File: src/rtl/trig_burst_capture_pkg.sv
// Shared types and helpers for the triggered burst-capture block.
package trig_burst_capture_pkg;

  typedef enum logic [1:0] {
    ST_IDLE    = 2'd0,
    ST_CAPTURE = 2'd1,
    ST_DRAIN   = 2'd2
  } state_t;

  localparam int DEFAULT_DATA_W = 16;

  // Pointer width carries one extra bit so full and empty are distinguishable.
  function automatic int ptr_w(input int depth);
    return $clog2(depth) + 1;
  endfunction

endpackage

File: src/rtl/trig_burst_capture_fifo.sv
// Show-ahead synchronous FIFO; a push into a full FIFO is accepted only alongside a pop.
module sync_fifo
  import trig_burst_capture_pkg::*;
#(
  parameter int WIDTH = 17,
  parameter int DEPTH = 16
) (
  input  logic                    i_clk,
  input  logic                    i_rst_n,
  input  logic                    i_push,
  input  logic                    i_pop,
  input  logic [WIDTH-1:0]        i_wdata,
  output logic [WIDTH-1:0]        o_rdata,
  output logic                    o_full,
  output logic                    o_empty,
  output logic [ptr_w(DEPTH)-1:0] o_count
);

  localparam int PW = ptr_w(DEPTH);
  localparam int AW = PW - 1;

  logic [PW-1:0]    r_wr_ptr;
  logic [PW-1:0]    r_rd_ptr;
  logic [WIDTH-1:0] r_mem [DEPTH];
  logic             w_do_push;
  logic             w_do_pop;
  logic [PW-1:0]    w_count;

  // Occupancy and handshake qualification.
  always_comb begin
    w_count   = r_wr_ptr - r_rd_ptr;
    o_full    = (w_count == PW'(DEPTH));
    o_empty   = (w_count == {PW{1'b0}});
    w_do_pop  = i_pop & ~o_empty;
    w_do_push = i_push & (~o_full | w_do_pop);
    o_count   = w_count;
    o_rdata   = r_mem[r_rd_ptr[AW-1:0]];
  end

  // Storage array; contents need no reset since the pointers gate visibility.
  always_ff @(posedge i_clk) begin
    if (w_do_push) begin
      r_mem[r_wr_ptr[AW-1:0]] <= i_wdata;
    end
  end

  // Read/write pointers.
  always_ff @(posedge i_clk or negedge i_rst_n) begin
    if (!i_rst_n) begin
      r_wr_ptr <= {PW{1'b0}};
      r_rd_ptr <= {PW{1'b0}};
    end else begin
      if (w_do_push) begin
        r_wr_ptr <= r_wr_ptr + PW'(1);
      end
      if (w_do_pop) begin
        r_rd_ptr <= r_rd_ptr + PW'(1);
      end
    end
  end

endmodule

File: src/rtl/trig_burst_capture.sv
// Captures a decimated burst of ADC words per accepted trigger and streams it out
// through a small FIFO, flagging the last word, completion and any dropped samples.
module trig_burst_capture
  import trig_burst_capture_pkg::*;
#(
  parameter int DATA_W      = DEFAULT_DATA_W,
  parameter int NUM_SAMPLES = 256,
  parameter int FIFO_DEPTH  = 16
) (
  input  logic              sclock,
  input  logic              rst_n,
  input  logic              trigger,
  input  logic [7:0]        decim,
  input  logic [DATA_W-1:0] adc_data,
  output logic [DATA_W-1:0] out_data,
  output logic              out_valid,
  input  logic              out_ready,
  output logic              out_last,
  output logic              busy,
  output logic              done,
  output logic              overflow
);

  localparam int          PW       = ptr_w(FIFO_DEPTH);
  localparam logic [15:0] LAST_IDX = 16'(NUM_SAMPLES - 1);

  state_t          r_state;
  logic [7:0]      r_decim_q;
  logic [7:0]      r_decim_cnt;
  logic [15:0]     r_sample_cnt;
  logic            r_busy;
  logic            r_done;
  logic            r_overflow;

  logic            w_tick;
  logic            w_last;
  logic            w_pop;
  logic            w_drop;
  logic            w_drain_empty;
  logic            w_full;
  logic            w_empty;
  logic [PW-1:0]   w_count;
  logic [DATA_W:0] w_rdata;

  sync_fifo #(
    .WIDTH (DATA_W + 1),
    .DEPTH (FIFO_DEPTH)
  ) u_fifo (
    .i_clk   (sclock),
    .i_rst_n (rst_n),
    .i_push  (w_tick),
    .i_pop   (w_pop),
    .i_wdata ({w_last, adc_data}),
    .o_rdata (w_rdata),
    .o_full  (w_full),
    .o_empty (w_empty),
    .o_count (w_count)
  );

  // Sample tick, drop detection and the drain-complete condition.
  always_comb begin
    out_valid     = ~w_empty;
    out_data      = w_rdata[DATA_W-1:0];
    out_last      = w_rdata[DATA_W];
    w_pop         = out_valid & out_ready;
    w_tick        = (r_state == ST_CAPTURE) && (r_decim_cnt == 8'd0);
    w_last        = (r_sample_cnt == LAST_IDX);
    w_drop        = w_tick & w_full & ~w_pop;
    w_drain_empty = (w_count == {PW{1'b0}}) || ((w_count == PW'(1)) && w_pop);
  end

  // Burst FSM with its counters and status flags.
  always_ff @(posedge sclock or negedge rst_n) begin
    if (!rst_n) begin
      r_state      <= ST_IDLE;
      r_decim_q    <= 8'd0;
      r_decim_cnt  <= 8'd0;
      r_sample_cnt <= 16'd0;
      r_busy       <= 1'b0;
      r_done       <= 1'b0;
      r_overflow   <= 1'b0;
    end else begin
      r_done <= 1'b0;
      case (r_state)
        ST_IDLE: begin
          if (trigger) begin
            r_state      <= ST_CAPTURE;
            r_busy       <= 1'b1;
            r_decim_q    <= decim;
            r_decim_cnt  <= 8'd0;
            r_sample_cnt <= 16'd0;
            r_overflow   <= 1'b0;
          end
        end
        ST_CAPTURE: begin
          if (w_tick) begin
            r_decim_cnt  <= r_decim_q;
            r_sample_cnt <= r_sample_cnt + 16'd1;
            if (w_drop) begin
              r_overflow <= 1'b1;
            end
            if (w_last) begin
              r_state <= ST_DRAIN;
            end
          end else begin
            r_decim_cnt <= r_decim_cnt - 8'd1;
          end
        end
        ST_DRAIN: begin
          if (w_drain_empty) begin
            r_state <= ST_IDLE;
            r_busy  <= 1'b0;
            r_done  <= 1'b1;
          end
        end
        default: begin
          r_state <= ST_IDLE;
          r_busy  <= 1'b0;
        end
      endcase
    end
  end

  assign busy     = r_busy;
  assign done     = r_done;
  assign overflow = r_overflow;

endmodule

File: config.mk
export PLATFORM = sky130hd
export DESIGN_NAME = trig_burst_capture
export DESIGN_NICKNAME = d
export VERILOG_FILES = /design/src/rtl/trig_burst_capture_pkg.sv /design/src/rtl/trig_burst_capture_fifo.sv /design/src/rtl/trig_burst_capture.sv
export SDC_FILE = /design/constraint.sdc
export NUM_CORES = 1
export LEC_CHECK = 0
export CAP_MARGIN = 10
export CORE_UTILIZATION = 51
export DETAILED_ROUTE_END_ITERATION = 10
export HOLD_SLACK_MARGIN = 0.05
export PLACE_DENSITY_LB_ADDON = 0.3
export SKIP_CTS_REPAIR_TIMING = 1
export SYNTH_ARGS = -nofsm -noshare
export SYNTH_HDL_FRONTEND = slang
export SYNTH_SLANG_ARGS = --single-unit
export TNS_END_PERCENT = 100
File: constraint.sdc
create_clock -name sclock -period 4.5 [get_ports sclock]
set_clock_uncertainty 0.2 [all_clocks]
set_input_delay 0.45 -clock sclock [delete_from_list [all_inputs] [get_ports sclock]]
set_output_delay 0.45 -clock sclock [all_outputs]
set_load 0.05 [all_outputs]
Yosys cells after proc, flatten, opt, wreduce, memory -nomap -nowiden
Memory sizes are Yosys's and may differ from the RTL's.
Cells that the tools add are included.
- register bits after elaboration: 47
- input bits: 28
- output and inout bits: 21
- memory bits (writable): 272
- word-level logic and storage cells: 70
- memories kept: 1
- memory list (memory ; words ; width ; read ports ; clocked after memory_dff ; write ports ; line ; source):
    u_fifo.r_mem ; 16 ; 17 ; 1 ; 0 ; 1 ; trig_burst_capture_fifo.sv:24 ; logic [WIDTH-1:0] r_mem [DEPTH];
- reductions and logical operators: 13
- add/subtract/negate cells: 5
- equal/unequal tests: 10
- multiplexer cells: 22
- bitwise logic cells: 10
- operator list (operator ; number):
    $mux 16 ; 2
    $pmux 16 s2 ; 1
    $add 16x1->16 const B ; 1
    $eq 16x8->1 const B ; 1
    $mux 8 ; 2
    $pmux 8 s2 ; 1
    $add 5x1->5 const B ; 2
    $mux 1 ; 9
    $logic_not 8->1 ; 1
    $mux 2 ; 4
    $ne 2x2->1 const B ; 4
    $reduce_and 4->1 ; 2
    $sub 8x1->8 const B ; 1
    $pmux 2 s3 ; 1
    $reduce_and 3->1 ; 2
    $and 1x1->1 ; 5
    $eq 5x1->1 const B ; 1
    $eq 5x5->1 const B ; 1
    $logic_not 5->1 ; 1
    $sub 5x5->5 ; 1
    $not 1->1 ; 4
    $reduce_and 2->1 ; 2
    $pmux 1 s3 ; 1
    $eq 2x1->1 const B ; 1
    other kinds (8) ; 9

Depth between registers and ports, before layout
- depth after elaboration: 9
- mapped depth: 10
- depth with buffers taken out: 8

By module
From an unflattened synthesis, not the netlist that was laid out.
- cell total of the unflattened synthesis: 773
- area total of the unflattened synthesis: 13113.8 µm²
- by module, submodules not included (module ; area each (µm²) ; cells each ; sequential area each (µm²) ; times used):
    sync_fifo ; 11174.5 ; 563 ; 8418.1 ; 1
    trig_burst_capture ; 1939.4 ; 210 ; 925.9 ; 1

Worst setup path before layout
OpenSTA, ideal clock, no wires.
- path type: register -> register
- from: reg u_fifo.r_rd_ptr[3]
- to: mem u_fifo.r_mem[3][0], enable pin
- cell stages (with the launch flop): 9
- data required time: 3.888 ns
- path buffers: 2
- clock period less this slack: 3.967 ns
- path slack: 0.533 ns
- arrival: 3.354 ns
- library setup time: 0.412 ns
- path through: dfrtp_1 -> clkbuf_1 -> buf_1 -> inv_1 -> ha_1 -> o2bb2ai_1 -> mux2i_1 -> o211ai_2 -> nor3_1
- longest elaborated chain between the ends: 9
- elaborated cells on any way between the ends: 11
- classes of those cells: add/sub (1); eq/ne (1); mux (2); bitwise (6); reduce/logical (1)
- ends and longest elaborated chain (item ; line ; source):
    start: declaration ; trig_burst_capture_fifo.sv:23 ; logic [PW-1:0] r_rd_ptr;
    start signal: assignment ; trig_burst_capture_fifo.sv:51 ; r_rd_ptr <= {PW{1'b0}};
    start signal: assignment ; trig_burst_capture_fifo.sv:57 ; r_rd_ptr <= r_rd_ptr + PW'(1);
    $sub 5x5->5 * ; trig_burst_capture_fifo.sv:31 ; w_count = r_wr_ptr - r_rd_ptr;
    $logic_not 5->1 ; trig_burst_capture_fifo.sv:33 ; o_empty = (w_count == {PW{1'b0}});
    $not 1->1 ; trig_burst_capture_fifo.sv:34, trig_burst_capture.sv:62 ;
    $and 1x1->1 ; trig_burst_capture.sv:65 ; w_pop = out_valid & out_ready;
    $and 1x1->1 ; trig_burst_capture_fifo.sv:34 ; w_do_pop = i_pop & ~o_empty;
    $or 1x1->1 * ; trig_burst_capture_fifo.sv:35 ; w_do_push = i_push & (~o_full | w_do_pop);
    $and 1x1->1 * ; trig_burst_capture_fifo.sv:35 ;
    $mux 1 * ; trig_burst_capture_fifo.sv:42 ; if (w_do_push) begin
    $mux 1 (not written as such) * ; trig_burst_capture_fifo.sv:43 ; r_mem[r_wr_ptr[AW-1:0]] <= i_wdata;
    end: declaration ; trig_burst_capture_fifo.sv:24 ;
Every way passes the cells marked *; elsewhere a longest branch is shown, timed or not.

Worst setup path in the final report
- from: reg u_fifo.r_wr_ptr[0]
- to: out out_valid
- longest elaborated chain between the ends: 3
- ends and longest elaborated chain (item ; line ; source):
    start: declaration ; trig_burst_capture_fifo.sv:22 ; logic [PW-1:0] r_wr_ptr;
    start signal: assignment ; trig_burst_capture_fifo.sv:50 ; r_wr_ptr <= {PW{1'b0}};
    start signal: assignment ; trig_burst_capture_fifo.sv:54 ; r_wr_ptr <= r_wr_ptr + PW'(1);
    $sub 5x5->5 ; trig_burst_capture_fifo.sv:31 ;
    $logic_not 5->1 ; trig_burst_capture_fifo.sv:33 ;
    $not 1->1 ; trig_burst_capture.sv:62 ; out_valid = ~w_empty;
    end: declaration ; trig_burst_capture.sv:16 ; output logic out_valid,
No other way between the ends.

==> results_dict.tcl <==
set metrics [dict create \
    via_per_inst 5.94 \
    share_of_flip_flops_with_an_asynchronous_set_or_reset_after_synthesis_pct 14.7 \
    dpl.hpwl_mm 14.8 \
    post-synth-top-count-cell "sky130_fd_sc_hd__edfxtp_1" \
    clock_power_share_pct 27.6 \
    setup_ws_ns 0.362 \
    path_class "register to primary output" \
    netlist-cell-type-count 60 \
    grt_pass1_vias 6912 \
    floorplan.core_area_mm2 0.0251 \
    gr-total-overflow 0 \
    insertedDiodeCount 0 \
    slew_headroom_pct 29.3 \
    die_width_um 162 \
    portBuffers 48 \
    worst_setup_hold_path_clk_slew_ns 0.06 \
    power.share.switching_pct 32.8 \
    worst-slew-pin-transition_ns 1.06 \
    cp-end-kind "primary output" \
    r2r_slack_ns 0.91 \
    min-delay-path-class "input port to asynchronous set/reset pin" \
    post_synth_instance_area_mm2 0.0130 \
    period_utilization_pct 92.0 \
    detail_route.iter0.violations 483 \
    netlist.area_leader.share_pct 62.9 \
    placed_cells_incl_taps 1041 \
    start_util_pct 51.7 \
    timing.critical_path.from "u_fifo.r_wr_ptr[0]" \
    clk_path_buf_depth 3 \
    max_cap_violations 0 \
    floorplan.rows 58 \
    clock-root-buffer "sky130_fd_sc_hd__clkbuf_16" \
    die_h_um 162 \
    ir_worst_vdd_mv 0.535 \
    yosys-top-cells-count "sky130_fd_sc_hd__edfxtp_1, sky130_fd_sc_hd__mux4_2, sky130_fd_sc_hd__dfrtp_1, sky130_fd_sc_hd__nand2_1, sky130_fd_sc_hd__nor2_1" \
    grt_first_pass_wirelength_mm 40.8 \
    floorplan.die_area_mm2 0.0261 \
    grt_start_max_net_pins 72 \
    design.portCount 49 \
    synth-edff-count 272 \
    multiInputGateArea_mm2 0.00343 \
    clkSinkCount 319 \
    power.static_leakage_nw 5.02 \
    synthCells 666 \
    stdcell_count 1103 \
    yosys_register_bits 319 \
    switchingPower_mw 3.07 \
    report.final.setup_viol 0 \
    clk_latency_ns 0.51 \
    synth-main-ff-cell "sky130_fd_sc_hd__edfxtp_1" \
    sequentialPowerShare_pct 37.8 \
    post_synth.cell_area_avg_um2 19.5 \
    detailroute.via_count 6553 \
    worstPathRequired_ns 3.85 \
    fmaxAchievable_ghz 0.242 \
    p_int_mw 6.30 \
    final_nets 788 \
    tritoncts "done" \
    worst_setup_path_start_kind "register" \
    post_synth_main_area_contributors "sky130_fd_sc_hd__edfxtp_1, sky130_fd_sc_hd__mux4_2, sky130_fd_sc_hd__dfrtp_1" \
    cts_htree_levels 2 \
    critPathMaxFanout 6 \
    hold_viol_final 0 \
    rsz0062_at_grt "false" \
    drive_gt1_share_pct 23.2 \
    place_congestion 0.839 \
    drv_slew 0 \
    final_core_utilization_pct 59.6 \
    globalRoute.busiestLayer "met2" \
    mappedNetlistNets 706 \
    endpoint_arrival_time_on_the_critical_path_ns 3.49 \
    detail_route.first_pass.iterations 4 \
    post-place-ws_ns 0.902 \
    tritoncts.num_buffers 34 \
    antenna_found_initial 0 \
    finalCriticalPeriod_ns 4.14 \
    fillCellCount 1814 \
    rr_startpoint "u_fifo.r_wr_ptr[0]" \
    synth-seq-area-share_pct 71.9 \
    detail-route-antenna-nets 0 \
    global_route.usage.met1_pct 28.1 \
    share_comb_of_total_power_pct 34.6 \
    yosys_warnings 0 \
    grt_use_met2_pct 36.0 \
    outcome "finished, final reports clean" \
    power-per-cell-area_mw_per_mm2 627 \
    synth.largest_area_cell "sky130_fd_sc_hd__edfxtp_1" \
    drc_errors 0 \
    finalWirelength_mm 26.0 \
    final.setup.tns_ns 0 \
    grt_util_all_layers_pct 21.1 \
    grt_util_met3_pct 3.26 \
    register_area_mm2 0.00935 \
    detail_route.wl_per_cell_um 23.5 \
    area_added_between_synthesis_and_finish_pct 15.1 \
]
worst max-delay path, cell delays in order (launching register included):
cell and delay (ns):
sky130_fd_sc_hd__dfrtp_1 0.39, sky130_fd_sc_hd__inv_1 0.12, sky130_fd_sc_hd__ha_1 0.22, sky130_fd_sc_hd__fa_1 0.41
sky130_fd_sc_hd__nand2b_1 0.17, sky130_fd_sc_hd__o2bb2ai_1 0.19, sky130_fd_sc_hd__xor2_1 0.46, sky130_fd_sc_hd__or3_2 0.21
sky130_fd_sc_hd__clkdlybuf4s50_1 0.80
through the flow:
step / hold WS (ns) / total power, mW / cell area [µm²]
global placement: 0.215 / 6.77 / 13900
floorplan: -0.0456 / 6.07 / 13000
detailed placement: 0.236 / 6.86 / 13900
finish: 0.241 / 9.38 / 15000
global route: 0.257 / 9.79 / 15000
CTS: -0.303 / 9.46 / 14900
flip-flops by register name (all words and copies together) (netlist names):
name / flops
u_fifo.r_mem: 272
r_sample_cnt: 16
r_decim_cnt: 8
r_decim_q: 8
u_fifo.r_rd_ptr: 5
u_fifo.r_wr_ptr: 5
r_state: 2
busy: 1
done: 1
overflow: 1
final timing paths:
check	depth (start not counted)	end
max in group asynchronous	3	u_fifo.r_rd_ptr[0]
max reg2reg	9	u_fifo.r_mem[12][15]
min in group sclock	3	r_decim_q[6]
max	8	out_valid
min	2	r_sample_cnt[10]
min reg2reg	2	r_decim_q[6]
final cells by class:
type                            count  share of cell area, %
Multi-Input combinational cell    307                   23.0
Sequential cell                   319                   62.5
Tap cell                          330                   2.76
Clock inverter                     16                  0.778
Timing Repair Buffer               72                   4.48
Inverter                           14                  0.351
Clock buffer                       45                   6.17
metal layers:
metal | wire length [µm] | part of all wire, %
met4 | 558 | 2.1
met5 | 0 | 0
met3 | 1540 | 5.9
met2 | 13400 | 52
met1 | 10400 | 40
cell usage in the layout (no fill, tap or decap), types with 10 or more instances in the layout:
cell type                           n
sky130_fd_sc_hd__dfrtp_1           45
sky130_fd_sc_hd__clkbuf_16         35
sky130_fd_sc_hd__nor2_1            25
sky130_fd_sc_hd__nand3_1           13
sky130_fd_sc_hd__xnor2_1           15
sky130_fd_sc_hd__buf_4             22
sky130_fd_sc_hd__inv_1             13
sky130_fd_sc_hd__o21ai_0           10
sky130_fd_sc_hd__nand2_1           34
sky130_fd_sc_hd__ha_1              11
sky130_fd_sc_hd__mux4_2            85
sky130_fd_sc_hd__and3_1            16
sky130_fd_sc_hd__clkdlybuf4s50_1   47
sky130_fd_sc_hd__edfxtp_1         272
sky130_fd_sc_hd__a21oi_1           10
power groups by stage:
stage,Combinational (mW),Sequential [mW],Clock [mW]
after floorplan,2.52,3.55,0
after global placement,3.18,3.59,0
after detailed placement,3.26,3.60,0
after CTS,3.28,3.54,2.64
after global routing,3.48,3.57,2.75
final,3.24,3.55,2.59
logic make-up after synthesis:
family                     Yosys count  share of synthesized area (%)
adders and majority gates           12                           1.21
and+or+nand+nor                    140                           6.14
AOI/OAI and AO/OA                   44                           2.42
muxes                               89                           15.1
buffers and inverters               40                           1.74
xor gates and xnor gates            22                           1.48
DFF                                319                           71.9
Note: power is estimated with default switching activity, not from simulation.
==> patch (same flow settings) <==
The 3 states of `state_t` get a one-hot encoding in 3 bits.
--- a/src/rtl/trig_burst_capture_pkg.sv
+++ b/src/rtl/trig_burst_capture_pkg.sv
@@ -3,6 +3,6 @@
 
-  typedef enum logic [1:0] {
-    ST_IDLE    = 2'd0,
-    ST_CAPTURE = 2'd1,
-    ST_DRAIN   = 2'd2
+  typedef enum logic [2:0] {
+    ST_IDLE    = 3'b001,
+    ST_CAPTURE = 3'b010,
+    ST_DRAIN   = 3'b100
   } state_t;
Check against the original RTL: same outputs for any inputs over 4 cycles, from zero or initial values and one cycle with rst_n low; so few cycles prove little.
==> patch against the original RTL <==
Worst hold slack gained 0.038 ns. Global-route usage fell by 0.31 points. Synthesized area decreased by 0.33%. Sequential cell count up 1. Total power shrank 3.8%. Sequential power about the same. Wire length fell by 1.1%. Critical endpoint unchanged. Largest power group unchanged. Worst setup slack got worse by 0.10 ns. Cell area hardly changed.
==> patch: results (changes against the original RTL) <==
Placement
  – HPWL Detailed: 14.88 mm (+0.68%)
  – Routability-driven placement congestion ratio: 0.8452 (+0.70%)
  – Inst Count DP: 1055 (+1.3%)
  – Area after DPL: 13980 um^2 (+0.49%)

Global route
  – GRT Total Usage: 20.84% (-0.31 points)
  – Vias in the first global route: 7009 (+1.4%)
  – First-pass GRT wire length: 40.49 mm (-0.64%)
  – Largest net degree at the start of global routing: 60 (-17%)

Synth
  – Post-synthesis sequential area ratio: 72.36% (+0.44 points)
  – Ys async rst share: 15.00% (+0.27 points)
  – Synth Instances: 687 (+3.2%)
  – Distinct cell type count after synthesis: 56 (-6.7%)
  – Post-synthesis xor/xnor area fraction: 1.691% (+0.21 points)
  – Largest family of logic cells by synthesized area: multiplexers
  – Top post-synthesis cells by area: edfxtp_1, mux4_2, dfrtp_1
  – Mapped Nets: 727 (+3.0%)
  – Synthesized-area fraction occupied by adder cells: 1.218% (+0.0040 points)
  – Multiplexer share of the synthesized area: 15.12% (+0.050 points)
  – Post-synth top cells: edfxtp_1, mux4_2, nand2_1
  – Compound-cell area share of the yosys netlist: 2.870% (+0.45 points)

Worst setup path
  – CP max stage delay: 0.72 ns (-0.08 ns)
  – Worst R2R Start: u_fifo.r_rd_ptr[1]
  – Worst EP arrival: 3.59 ns (+0.10 ns)
  – Reg2reg setup slack: 0.88 ns (-0.03 ns)
  – Crit-path max FO: 33 (+27)
  – RR Endpoint: u_fifo.r_mem[12][12]
  – CP max stage cell: dfrtp_2
  – Top delay family on crit path: flip-flops

Drt
  – Final WL: 25.70 mm (-1.1%)
  – First DRT Iteration DRCs: 600 (+24%)
  – Vias: 6657 (+1.6%)
  – Post-DR wirelength/cell: 23.05 um (-2.1%)
  – Pre-Repair DR Iteration Count: 5 (+1)

Layout
  – Final-stage net count: 808 (+2.5%)
  – Filler cells: 1749 (-3.6%)
  – Layout cell share with drive strength beyond 1: 23.51% (+0.36 points)
  – Area grow syn2layout: 15.53%

Power and ir drop
  – LEAKAGE: 4.995 nW (-0.44%)
  – Maximum vdd drop: 0.4768 mV (-11%)

Clock tree
  – Clock insertion delay at the later pin of the skew report: 0.49 ns (-0.02 ns)

STA
  – Period utilisation layout: 94.18% (+2.2 points)
  – Hold Slack: 0.2788 ns (+0.03802 ns)
  – Rel. slew slack: 27.32% (-2.0 points)

Run status
  – Status: finished clean

Min path
  – Hold Path Class: flop to flop
==> patch: cell types whose count changed after synthesis, sizes merged, moves of 3 or more <==
cell    unedited run  this run
nand2             34        57
nor2              26        41
and3              16         5
clkbuf            13        21
nor3              10         4
a21oi             11         7
nor3b              4         1
nor4               6         3
==> patch: cell type report <==
type,instances,area share (%)
multi-input cells,319,22.98
repair buffers,77,4.734
clock inverters,12,0.3513
flip-flops and latches,320,62.67
well taps,324,2.710
clock buffers,47,6.156
inverters,16,0.4015
==> patch: where the power goes <==
group	switching, mW	total, mW	internal (mW)	leakage [nW]
Combinational	1.66	2.99	1.33	1.48
Clock	1.04	2.46	1.42	0.472
Sequential	0.200	3.56	3.37	3.05
==> patch: worst min-delay path, delay by kind of cell (launching register included) <==
family | cells | cell delay [ns]
flops | 1 | 0.34
simple gates | 2 | 0.10
==> patch: per-layer routing <==
layer  track usage, %  part of all wire, %
met2            34.54                   51
met5                0                    0
met3            4.160                  6.9
met1            28.55                   41
met4            5.317                  1.8
